## config.mk

```make
export PLATFORM = sky130hd
export DESIGN_NAME = vc_eq_search_unit
export DESIGN_NICKNAME = d
export VERILOG_FILES = /design/src/rtl/vc_eq_search_unit.sv
export SDC_FILE = /design/constraint.sdc
export NUM_CORES = 1
export LEC_CHECK = 0
export CORE_UTILIZATION = 55
export CTS_CLUSTER_SIZE = 8
export DETAILED_ROUTE_END_ITERATION = 12
export PLACE_DENSITY_LB_ADDON = 0.2
export SYNTH_ARGS = -nofsm -noshare
export SYNTH_HDL_FRONTEND = slang
export SYNTH_SLANG_ARGS = --single-unit
```

## constraint.sdc

```tcl
create_clock -name clk -period 7.1 [get_ports clk]
set_clock_uncertainty 0.05 [all_clocks]
set_input_delay 1.42 -clock clk [delete_from_list [all_inputs] [get_ports clk]]
set_output_delay 1.42 -clock clk [all_outputs]
set_load 0.05 [all_outputs]
```

## src/rtl/vc_eq_search_unit.sv

```systemverilog
// Streaming key search: scan cfg_len words for a key, report first-match index and match count.
// Optional VC_EQ_SEARCH_MASK_EN adds a latched cfg_mask that restricts which bits are compared.
module vc_eq_search_unit #(
  parameter int unsigned W     = 32,
  parameter int unsigned CNT_W = 16
) (
  input  logic             clk,
  input  logic             reset_n,
  input  logic             start,
  input  logic [W-1:0]     cfg_key,
  input  logic [CNT_W-1:0] cfg_len,
`ifdef VC_EQ_SEARCH_MASK_EN
  input  logic [W-1:0]     cfg_mask,
`endif
  output logic             busy,
  input  logic             in_val,
  output logic             in_rdy,
  input  logic [W-1:0]     in_data,
  output logic             out_val,
  input  logic             out_rdy,
  output logic             out_found,
  output logic [CNT_W-1:0] out_index,
  output logic [CNT_W-1:0] out_count
);

  localparam logic [CNT_W-1:0] CNT_MAX = '1;

  typedef enum logic [1:0] {
    ST_IDLE = 2'd0,
    ST_SCAN = 2'd1,
    ST_RESP = 2'd2
  } state_t;

  state_t           state_q, state_d;
  logic [W-1:0]     key_q, key_d;
  logic [CNT_W-1:0] len_q, len_d;
  logic [CNT_W-1:0] beat_q, beat_d;
  logic             found_d;
  logic [CNT_W-1:0] index_d, count_d;
  logic             eq_c;
  logic             last_c;

`ifdef VC_EQ_SEARCH_MASK_EN
  logic [W-1:0] mask_q, mask_d;
  assign eq_c = ((in_data ^ key_q) & mask_q) == '0;
`else
  assign eq_c = (in_data == key_q);
`endif

  // len_q is never 0 in SCAN, so len_q-1 cannot underflow there
  assign last_c = (beat_q == len_q - CNT_W'(1));

  // Next-state and datapath update
  always_comb begin
    state_d = state_q;
    key_d   = key_q;
    len_d   = len_q;
    beat_d  = beat_q;
    found_d = out_found;
    index_d = out_index;
    count_d = out_count;
`ifdef VC_EQ_SEARCH_MASK_EN
    mask_d  = mask_q;
`endif
    unique case (state_q)
      ST_IDLE: begin
        if (start) begin
          key_d   = cfg_key;
          len_d   = cfg_len;
`ifdef VC_EQ_SEARCH_MASK_EN
          mask_d  = cfg_mask;
`endif
          beat_d  = '0;
          found_d = 1'b0;
          index_d = '0;
          count_d = '0;
          state_d = (cfg_len == '0) ? ST_RESP : ST_SCAN;
        end
      end
      ST_SCAN: begin
        if (in_val) begin
          beat_d = beat_q + CNT_W'(1);
          if (eq_c) begin
            if (out_count != CNT_MAX) count_d = out_count + CNT_W'(1);
            if (!out_found) begin
              found_d = 1'b1;
              index_d = beat_q;
            end
          end
          if (last_c) state_d = ST_RESP;
        end
      end
      ST_RESP: begin
        if (out_rdy) begin
          found_d = 1'b0;
          index_d = '0;
          count_d = '0;
          state_d = ST_IDLE;
        end
      end
      default: state_d = ST_IDLE;
    endcase
  end

  // State, datapath and registered handshake outputs
  always_ff @(posedge clk or negedge reset_n) begin
    if (!reset_n) begin
      state_q   <= ST_IDLE;
      key_q     <= '0;
      len_q     <= '0;
      beat_q    <= '0;
`ifdef VC_EQ_SEARCH_MASK_EN
      mask_q    <= '0;
`endif
      busy      <= 1'b0;
      in_rdy    <= 1'b0;
      out_val   <= 1'b0;
      out_found <= 1'b0;
      out_index <= '0;
      out_count <= '0;
    end else begin
      state_q   <= state_d;
      key_q     <= key_d;
      len_q     <= len_d;
      beat_q    <= beat_d;
`ifdef VC_EQ_SEARCH_MASK_EN
      mask_q    <= mask_d;
`endif
      busy      <= (state_d != ST_IDLE);
      in_rdy    <= (state_d == ST_SCAN);
      out_val   <= (state_d == ST_RESP);
      out_found <= found_d;
      out_index <= index_d;
      out_count <= count_d;
    end
  end

endmodule

```

Word-level counts from Yosys, hierarchy flattened
Cells that the tools add are included.
Widths: inputs -> output; s select.
{"block": "classes", "n_addsub": 3, "eq_ne": 13, "muxes": 23, "n_reduce_logical": 10}
{"op": "$mux 16", "count": 9}
{"op": "$pmux 16 s3", "count": 2}
{"op": "$add 16x1->16 const B", "count": 2}
{"op": "$eq 32x32->1", "count": 1}
{"op": "$pmux 16 s2", "count": 1}
{"op": "$eq 16x16->1", "count": 1}
{"op": "$logic_not 16->1", "count": 1}
{"op": "$ne 16x16->1 const B", "count": 1}
{"op": "$sub 16x1->16 const B", "count": 1}
{"op": "$ne 2x2->1 const B", "count": 6}
{"op": "$reduce_and 6->1", "count": 2}
{"op": "$mux 2", "count": 5}
{"op": "$pmux 2 s3", "count": 1}
{"op": "$reduce_and 5->1", "count": 1}
{"op": "$eq 2x1->1 const B", "count": 2}
{"op": "$eq 2x2->1 const B", "count": 2}
{"op": "$mux 1", "count": 4}
{"op": "$reduce_bool 2->1", "count": 2}
{"op": "$pmux 1 s3", "count": 1}
{"op": "$reduce_and 3->1", "count": 1}
{"op": "$reduce_bool 3->1", "count": 1}
{"op": "$logic_not 2->1", "count": 1}
{"op": "$reduce_and 2->1", "count": 1}
{"block": "word_totals", "register_bits": 102, "output_inout_bits": 36, "elab_cells": 59}

Logic depth before layout (Yosys ltp)
Gate-level depths: netlist of the first run.
{"block": "logic_depth", "ltp_word": 6, "mapped_depth": 9, "ltp_nobuf": 8}

Worst setup path after synthesis of the first run
OpenSTA, ideal clock, no wires.
{"block": "synth_path", "path_type": "input-to-reg", "from": "input port in_data[24]", "to": "register out_index[10]", "slack_ns": 4.012, "cell_stages": 7, "setup_time_ns": 0.121, "t_arrival_ns": 2.917, "path_cell_list": "xnor2_1 > nand4_1 > nor4_1 > nand3_1 > a22o_1 > clkbuf_1 > a22o_1"}
{"block": "synth_via", "elab_chain_cells": 3}
{"element": "start: declaration", "line": "18", "rtl": "input logic [W-1:0] in_data,"}
{"element": "$eq 32x32->1", "line": "47", "rtl": "assign eq_c = (in_data == key_q);"}
{"element": "$ne 2x2->1 (no line)"}
{"element": "$reduce_and 6->1 (no line)"}
{"element": "end signal: assignment", "line": "133", "rtl": "out_index <= index_d;"}
{"element": "end: declaration", "line": "22", "rtl": "output logic [CNT_W-1:0] out_index,"}
Every way passes these cells.
A chain may end at the register's enable or synchronous reset.

Final worst setup path of the first run
{"block": "layout_path", "from": "input port in_data[10]", "to": "register out_count[12]"}
{"block": "layout_via", "elab_chain_cells": 3}
{"element": "$eq 32x32->1", "line": "47"}
{"element": "$ne 2x2->1 (no line)"}
{"element": "$reduce_and 6->1 (no line)"}
{"element": "end signal: assignment", "line": "134", "rtl": "out_count <= count_d;"}
{"element": "end: declaration", "line": "23", "rtl": "output logic [CNT_W-1:0] out_count"}
Every way passes these cells.

==> results.toml, run 1 <==
[worst_setup_path]
path_buf_inv = 1
arrival_ns = 4.18
path_class = "primary input to register"
crit_path_end_kind = "register"
path_delay_family = "simple AND/OR/NAND/NOR gates"
crit_chain = "clkdlybuf4s50_1 > xnor2_1 > nand4_1 > nor4_1 > nand4_1 > or3_1 > o31ai_1"
crit_path_start_kind = "primary input"
cp_common_cell = "nand4_1"
critPathSlowestCell = "nand4_1"
cp.required_ns = 7.33
critPathMaxStageDelay_ns = 0.61
critical_path_peak_fanout = 14

[layout]
final-seq-area_sq_um = 2550
fin_cells = 724
drive_gt1_share_pct = 13.4
multi_input_area_sq_um = 2590
fillers = 696
fin_util_pct = 72.7
layout-area-overhead-vs-synth_pct = 27.7
final_common_cell = "clkdlybuf4s50_1"
layout_common_cells = "clkdlybuf4s50_1 (119), dfrtp_1 (102), mux2_2 (47)"
fin_area_sq_um = 6750
fin_nets = 678
diodes = 0

[clocking]
cts_tree = "yes"
clk_pin_slew_worst_paths_ns = 0.11
numCtsBuffers = 9
cts-htree-levels = 3
clock_path_buffers = 2
numClockSinks = 102
post_cts_buffers = 0
postCtsResizedCells = 0
clock-root-buffer = "clkbuf_8"
holdBufCountCts = 0
clk_latency_ns = 0.38

[placement]
placed_cells = 708
numPortBuffers = 120
dpl_cell_area_sq_um = 6540
dpl.hpwl_mm = 8.97
place.gp.congestion = 0.833

[logic_synthesis]
synth_top_area_share_pct = 48.3
synth_nets = 571
synthesis.area_sq_um = 5290
ys_ff_latch = 102
synth_area_leaders = "dfrtp_1 (48%), mux2_2 (10%), xnor2_1 (7.3%)"
avgSynthCellArea_sq_um = 10.9
async_reset_ff_share_pct = 100
synth_edf_count = 0
yosysSeqAreaShare_pct = 48.3
yosysWarnings = 0
synth_cell_types = 60
yosys.area.top_type = "dfrtp_1"
synth_cells = 483
ys.flop_type = "dfrtp_1"

[power]
seq_power_share_pct = 49.7
p_sw_share_pct = 30.0
clkPwrFrac_pct = 25.8
comb_power_share_pct = 24.5
p_per_area_nw_per_um2 = 231
ir_drop_uv = 151
intPower_mw = 1.09
p_sw_mw = 0.468
power_leakage_nw = 2.72

[route]
vias_per_cell = 5.61
drt_iter0_drc = 122
drt_first_pass_iters = 4
drc_errors = 0
ant_nets = 0
wire_per_inst_microns = 16.9
vias = 4064
drt-total-wl_mm = 12.2

[status]
outcome = "finished, final reports clean"

[grt]
grt_pass1_vias = 4236
grt_max_degree = 69
grt_pass1_wl_mm = 20.2
grt_util_all_layers_pct = 26.2
overflow = 0
antenna_found_initial = 0

[die]
die_area_sq_um = 10000
design.core.area_sq_um = 9280
die_x_microns = 100
die-height_microns = 100
rows = 35
io_pins = 121
initial_core_util_pct = 56.9

[timing]
rsz0062_at_grt = "no"
whs_ns = 0.456
fin_setup_tns_ns = 0
finalCriticalPeriod_ns = 3.95
setup_viol = 0
fmax_ghz = 0.253
report.final.slew_viol_count = 0
worst_pin_slew_ns = 1.17
max_slew_margin_pct = 20.9
finalCritPeriodShare_pct = 55.6
hold_viol = 0

[hold_path]
hp-class = "register to register"

[job]
drv_cap = 0
-- metal layers --
layer	share of wire, %	wire length, microns	vias to the layer above	global-route usage, %
li1	-	-	1947	-
met1	41	4990	1974	29.3
met2	52	6290	117	47.6
met3	5.1	623	26	7.10
met4	2.5	301	0	10.4
met5	0	0	-	0
-- power by group through the flow --
stage	Clock, mW	Sequential [mW]	Combinational [mW]
after global placement	0	0.782	0.364
after global routing	0.435	0.790	0.424
final	0.402	0.776	0.383
after detailed placement	0	0.788	0.383
after floorplan	0	0.741	0.308
after CTS	0.413	0.777	0.385
-- Yosys cell counts, types with 7 or more instances --
master	n
nand2_1	26
a22o_1	18
clkbuf_1	14
o21ai_0	25
buf_2	7
nand3_1	20
nor2_1	42
nor4_1	7
o31ai_1	9
nand4_1	12
xnor2_1	44
mux2_2	47
dfrtp_1	102
nor3_1	9
xor2_1	20
-- sequential cells by signal, indices dropped and copies added, names as in the netlist --
register and count:
out_val 1, state_q 2, out_count 16, key_q 32, out_found 1, out_index 16
len_q 16, in_rdy 1, beat_q 16, busy 1
-- through the flow --
step / worst slack [ns] / power, mW
4_1_cts: 3.16 / 1.58
3_3_place_gp: 2.91 / 1.15
3_5_place_dp: 2.81 / 1.17
5_1_grt: 2.95 / 1.65
6_report: 3.15 / 1.56
2_1_floorplan: 4.01 / 1.05
-- cell type report --
class                           count  share of cell area, %
Tap cell                          129                   2.39
Inverter                            5                  0.278
Multi-Input combinational cell    350                   38.4
Clock inverter                      5                   1.20
Clock buffer                       11                   1.95
Timing Repair Buffer              122                   18.0
Sequential cell                   102                   37.8
-- cells by family (layout without fill, tap and decap cells) --
family	Yosys count	in the layout	share of synthesized area (%)
xor gates and xnor gates	65	65	11.1
buffers and inverters	31	143	2.75
DFF	102	102	48.3
AOI/OAI and AO/OA	87	87	11.9
adders and majority gates	3	3	0.710
muxes	48	48	10.2
and+or+nand+nor	147	147	15.0
-- path summary, 6_finish.rpt --
check | from | endpoint | slack, ns | cells after the start
min reg2reg | out_index[10]$_DFFE_PN0P_ | out_index[10]$_DFFE_PN0P_ | 0.46 | 1
min | out_index[10]$_DFFE_PN0P_ | out_index[10]$_DFFE_PN0P_ | 0.46 | 1
max reg2reg | state_q[0]$_DFF_PN0_ | out_count[12]$_DFFE_PN0P_ | 4.20 | 6
max in group asynchronous | reset_n | len_q[2]$_DFFE_PN0P_ | 4.85 | 2
min in group asynchronous | reset_n | len_q[9]$_DFFE_PN0P_ | 0.99 | 1
max | in_data[10] | out_count[12]$_DFFE_PN0P_ | 3.15 | 7
No activity file was read; power rests on OpenSTA's default activity.
==> run 2, diff against run 1 <==
CORE_UTILIZATION = 46   (was 55)
clock period = 3.5 ns   (was 7.1 ns; I/O delays follow)
==> run 2 against run 1 <==
Against the previous run:
- first-iteration DRC count up 52%
- sequential power up 100%
- worst setup slack worse by 2.7 ns
- critical path depth unchanged
- critical endpoint is now out_count[9]$_DFFE_PN0P_
- largest cell class unchanged
==> results.toml, run 2 (synthesis results as in run 1) <==
[status]
outcome = "finished, final reports clean"

[layout]
max_flop_register = "key_q"
fin_nets = 682
diodes = 0
largest_reg_flops = 32
layout-area-overhead-vs-synth_pct = 30.4
drive_gt1_share_pct = 14.2
layout_common_cells = "clkdlybuf4s50_1 (119), dfrtp_1 (102), mux2_2 (47)"
final_common_cell = "clkdlybuf4s50_1"

[route]
drc_errors = 0
wl_met3_microns = 643
drt_iter0_drc = 186
drt-total-wl_mm = 12.1
wl_met2_mm = 6.44
m1WireLength_mm = 4.90
vias_per_cell = 5.46
top_layer = "met4"
drt_first_pass_iters = 4
wire_per_inst_microns = 16.4
vias = 4031
ant_nets = 0

[timing]
setup_viol = 0
rsz0062_at_grt = "no"
hold_viol = 0
finalCritPeriodShare_pct = 86.2
whs_ns = 0.333
finalCriticalPeriod_ns = 3.02
max_slew_margin_pct = 24.3
fin_setup_tns_ns = 0
fmax_ghz = 0.332
worst_pin_slew_ns = 1.12
report.final.slew_viol_count = 0

[worst_setup_path]
crit_path_start_kind = "primary input"
r2r_start = "key_q[10]$_DFFE_PN0P_"
r2r_slack_ns = 0.86
path_delay_family = "compound AO/OA/AOI/OAI gates"
crit_path_end_kind = "register"
path_buf_inv = 1
cp_common_cell = "o21ai_0"
critPathMaxStageDelay_ns = 0.66
cp.required_ns = 3.63
r2r_end = "out_count[9]$_DFFE_PN0P_"
arrival_ns = 3.15
endpoint = "out_count[9]$_DFFE_PN0P_"
crit_chain = "clkdlybuf4s50_1 > xnor2_1 > nand4_1 > nor4_1 > a41oi_1 > o21ai_0 > o21ai_0"
setup.worst_path.start = "in_data[10]"
critPathSlowestCell = "a41oi_1"
critical_path_peak_fanout = 16
r2r_cells = 6
path_depth = 7
path_class = "primary input to register"

[clocking]
post_cts_buffers = 0
cts-htree-levels = 3
numCtsBuffers = 9
clock-root-buffer = "clkbuf_16"
clk_latency_ns = 0.34
postCtsResizedCells = 0
clock_path_buffers = 2
clk_pin_slew_worst_paths_ns = 0.07
cts_tree = "yes"
holdBufCountCts = 0
numClockSinks = 102

[placement]
dpl.hpwl_mm = 8.90
place.gp.congestion = 0.847
numPortBuffers = 120

[power]
total_power_mw = 3.36
comb_power_share_pct = 23.1
p_sw_mw = 0.971
intPower_mw = 2.39
p_sw_share_pct = 28.9
seq_power_share_pct = 46.8
clkPwrFrac_pct = 30.1
p_per_area_nw_per_um2 = 487
power_leakage_nw = 2.79
ir_drop_uv = 510

[die]
die_x_microns = 109
rows = 38
die_area_sq_um = 11900
initial_core_util_pct = 47.9
die-height_microns = 109
design.core.area_sq_um = 11000
io_pins = 121

[grt]
grt_pass1_wl_mm = 20.3
antenna_found_initial = 0
grt_util_all_layers_pct = 22.1
grt_pass1_vias = 4222
overflow = 0
grt_max_degree = 53

[job]
drv_cap = 0

[hold_path]
hp-class = "primary input to asynchronous set/reset pin"
[run 2: area by class of cell]
cell class	instances	area, sq um
inverters	5	18.8
fillers	920	4140
well taps	140	175
flip-flops and latches	102	2550
clock inverters	5	57.6
multi-input cells	350	2590
clock buffers	10	239
repair buffers	126	1260
[run 2: worst min-delay path by stage]
stage	to	slack, ns	cells past startpoint
3_3_place_gp	out_index[11]$_DFFE_PN0P_	0.44	1
4_1_cts	key_q[26]$_DFFE_PN0P_	0.36	1
3_5_place_dp	out_index[10]$_DFFE_PN0P_	0.44	1
5_1_grt	len_q[10]$_DFFE_PN0P_	0.39	1
6_report	len_q[10]$_DFFE_PN0P_	0.33	1
2_1_floorplan	beat_q[0]$_DFFE_PN0P_	0.35	0
[run 2: layer usage]
| metal | vias to the layer above | track usage, % |
|---|---|---|
| met4 | 0 | 5.14 |
| met2 | 100 | 39.8 |
| met5 | - | 0 |
| met3 | 12 | 6.04 |
| met1 | 1955 | 25.9 |
| li1 | 1964 | - |
[run 2: power by group through the flow]
stage	logic [mW]	clock network [mW]	registers [mW]
finish	0.776	1.01	1.57
floorplan	0.624	0	1.50
CTS	0.785	1.03	1.57
detailed placement	0.771	0	1.59
global route	0.864	1.07	1.60
global placement	0.746	0	1.59
[run 2: stage by stage]
step | std cells | area [sq um] | setup WS [ns] | util, %
6_report | 738 | 6890 | 0.484 | 62.5
5_1_grt | 738 | 6890 | 0.238 | 62.5
4_1_cts | 738 | 6890 | 0.439 | 62.5
3_5_place_dp | 723 | 6600 | 0.101 | 59.8
3_3_place_gp | 723 | 6600 | 0.196 | 59.8
2_1_floorplan | 483 | 5290 | 1.13 | -
==> run 3, diff against run 2 <==
RECOVER_POWER = 25   (was unset)
TNS_END_PERCENT = 10   (was unset)
==> run 3 against run 2 <==
Against the previous run:
- utilization decreased by 0.16 points
- first-iteration DRC count unchanged
- non-clock buffer count unchanged
- register-to-register slack about the same
- flip-flop and latch count unchanged
- critical path depth unchanged
- fmax decreased by 0.11%
- cell count unchanged
- global-route usage unchanged
- power about the same
- critical path type unchanged
- largest cell class unchanged
- highest routed layer unchanged
==> results.toml, run 3 (synthesis results as in run 1) <==
[clocking]
clock-root-buffer = "clkbuf_16"
post_cts_buffers = 0
holdBufCountCts = 0
cts-htree-levels = 3
clk_latency_ns = 0.34
clock_path_buffers = 2
postCtsResizedCells = 0
numCtsBuffers = 9
numClockSinks = 102
cts_tree = "yes"
clk_pin_slew_worst_paths_ns = 0.07

[worst_setup_path]
arrival_ns = 3.15
cp.required_ns = 3.63
path_class = "primary input to register"
crit_path_end_kind = "register"
r2r_slack_ns = 0.86
r2r_start = "key_q[10]$_DFFE_PN0P_"
crit_chain = "clkdlybuf4s50_1 > xnor2_1 > nand4_1 > nor4_1 > a41oi_1 > o21ai_0 > o21ai_0"
critPathSlowestCell = "a41oi_1"
cp_common_cell = "o21ai_0"
critical_path_peak_fanout = 16
crit_path_start_kind = "primary input"
path_buf_inv = 1
path_delay_family = "compound AO/OA/AOI/OAI gates"
r2r_end = "out_count[9]$_DFFE_PN0P_"
critPathMaxStageDelay_ns = 0.66
r2r_cells = 6

[grt]
antenna_found_initial = 0
grt_pass1_wl_mm = 20.3
overflow = 0
grt_util_all_layers_pct = 22.1
grt_max_degree = 53
grt_pass1_vias = 4222

[layout]
layout-area-overhead-vs-synth_pct = 30.1
fin_cells = 738
layout_common_cells = "clkdlybuf4s50_1 (119), dfrtp_1 (102), mux2_2 (47)"
largest_reg_flops = 32
max_flop_register = "key_q"
drive_gt1_share_pct = 14.2
final_common_cell = "clkdlybuf4s50_1"
fin_nets = 682
diodes = 0

[route]
drt_first_pass_iters = 4
ant_nets = 0
wire_per_inst_microns = 16.4
drt_iter0_drc = 186
drc_errors = 0
vias_per_cell = 5.46
vias = 4032
drt-total-wl_mm = 12.1

[die]
io_pins = 121
die_area_sq_um = 11900
initial_core_util_pct = 47.9
rows = 38
die-height_microns = 109
design.core.area_sq_um = 11000
die_x_microns = 109

[power]
p_per_area_nw_per_um2 = 488
p_sw_mw = 0.970
clkPwrFrac_pct = 30.1
seq_power_share_pct = 46.8
power_leakage_nw = 2.78
comb_power_share_pct = 23.1
p_sw_share_pct = 28.9
ir_drop_uv = 510
intPower_mw = 2.38

[timing]
max_slew_margin_pct = 13.9
hold_viol = 0
worst_pin_slew_ns = 1.29
fin_setup_tns_ns = 0
finalCritPeriodShare_pct = 86.3
rsz0062_at_grt = "no"
setup_viol = 0
fmax_ghz = 0.331
finalCriticalPeriod_ns = 3.02
report.final.slew_viol_count = 0

[status]
outcome = "finished, final reports clean"

[hold_path]
worstHoldPathCells = 1
hp-class = "register to register"
whs_endpoint = "out_index[12]$_DFFE_PN0P_"
hold_start = "out_index[12]$_DFFE_PN0P_"

[placement]
place.gp.congestion = 0.847
dpl.hpwl_mm = 8.90
numPortBuffers = 120
placed_cells = 723

[job]
drv_cap = 0
## run 3: worst reg2reg max path: stages (launching register included)
cell and delay (ns):
dfrtp_1 0.39, xnor2_1 0.20, nand4_1 0.12, nor4_1 0.63, a41oi_1 0.66, o21ai_0 0.32, o21ai_0 0.11
## run 3: per-stage QoR
step | area, sq um | total power [mW] | hold WS, ns | utilization, % | setup WS [ns]
after global routing | 6880 | 3.54 | 0.465 | 62.3 | 0.238
after global placement | 6600 | 2.33 | 0.438 | 59.8 | 0.196
after CTS | 6890 | 3.39 | 0.364 | 62.5 | 0.439
final | 6880 | 3.36 | 0.451 | 62.3 | 0.480
after floorplan | 5290 | 2.13 | 0.354 | - | 1.13
after detailed placement | 6600 | 2.36 | 0.442 | 59.8 | 0.101
## run 3: worst max path at each step
stage,start,endpoint,cells past startpoint
4_1_cts,in_data[10],out_count[9]$_DFFE_PN0P_,7
2_1_floorplan,in_data[24],out_index[10]$_DFFE_PN0P_,7
6_report,in_data[10],out_count[9]$_DFFE_PN0P_,7
3_5_place_dp,in_data[20],out_count[9]$_DFFE_PN0P_,7
5_1_grt,in_data[10],out_count[3]$_DFFE_PN0P_,7
3_3_place_gp,in_data[10],out_count[9]$_DFFE_PN0P_,7
## run 3: power groups by stage
stage	Clock [mW]	Sequential, mW	Combinational, mW
2_1_floorplan	0	1.50	0.624
3_3_place_gp	0	1.59	0.746
3_5_place_dp	0	1.59	0.771
4_1_cts	1.03	1.57	0.785
5_1_grt	1.07	1.60	0.862
6_report	1.01	1.57	0.774
## run 3: routing by layer
layer | wire length (microns) | track usage, % | up-vias
met3 | 624 | 6.04 | 12
li1 | - | - | 1965
met5 | 0 | 0 | -
met4 | 117 | 5.14 | 0
met2 | 6450 | 39.8 | 97
met1 | 4910 | 25.9 | 1958
## run 3: cell type report
| type | count | area, sq um |
|---|---|---|
| clock buffers | 10 | 239 |
| clock inverters | 5 | 57.6 |
| fillers | 921 | 4160 |
| inverters | 5 | 18.8 |
| multi-input cells | 350 | 2590 |
| flip-flops and latches | 102 | 2550 |
| well taps | 140 | 175 |
| repair buffers | 126 | 1240 |
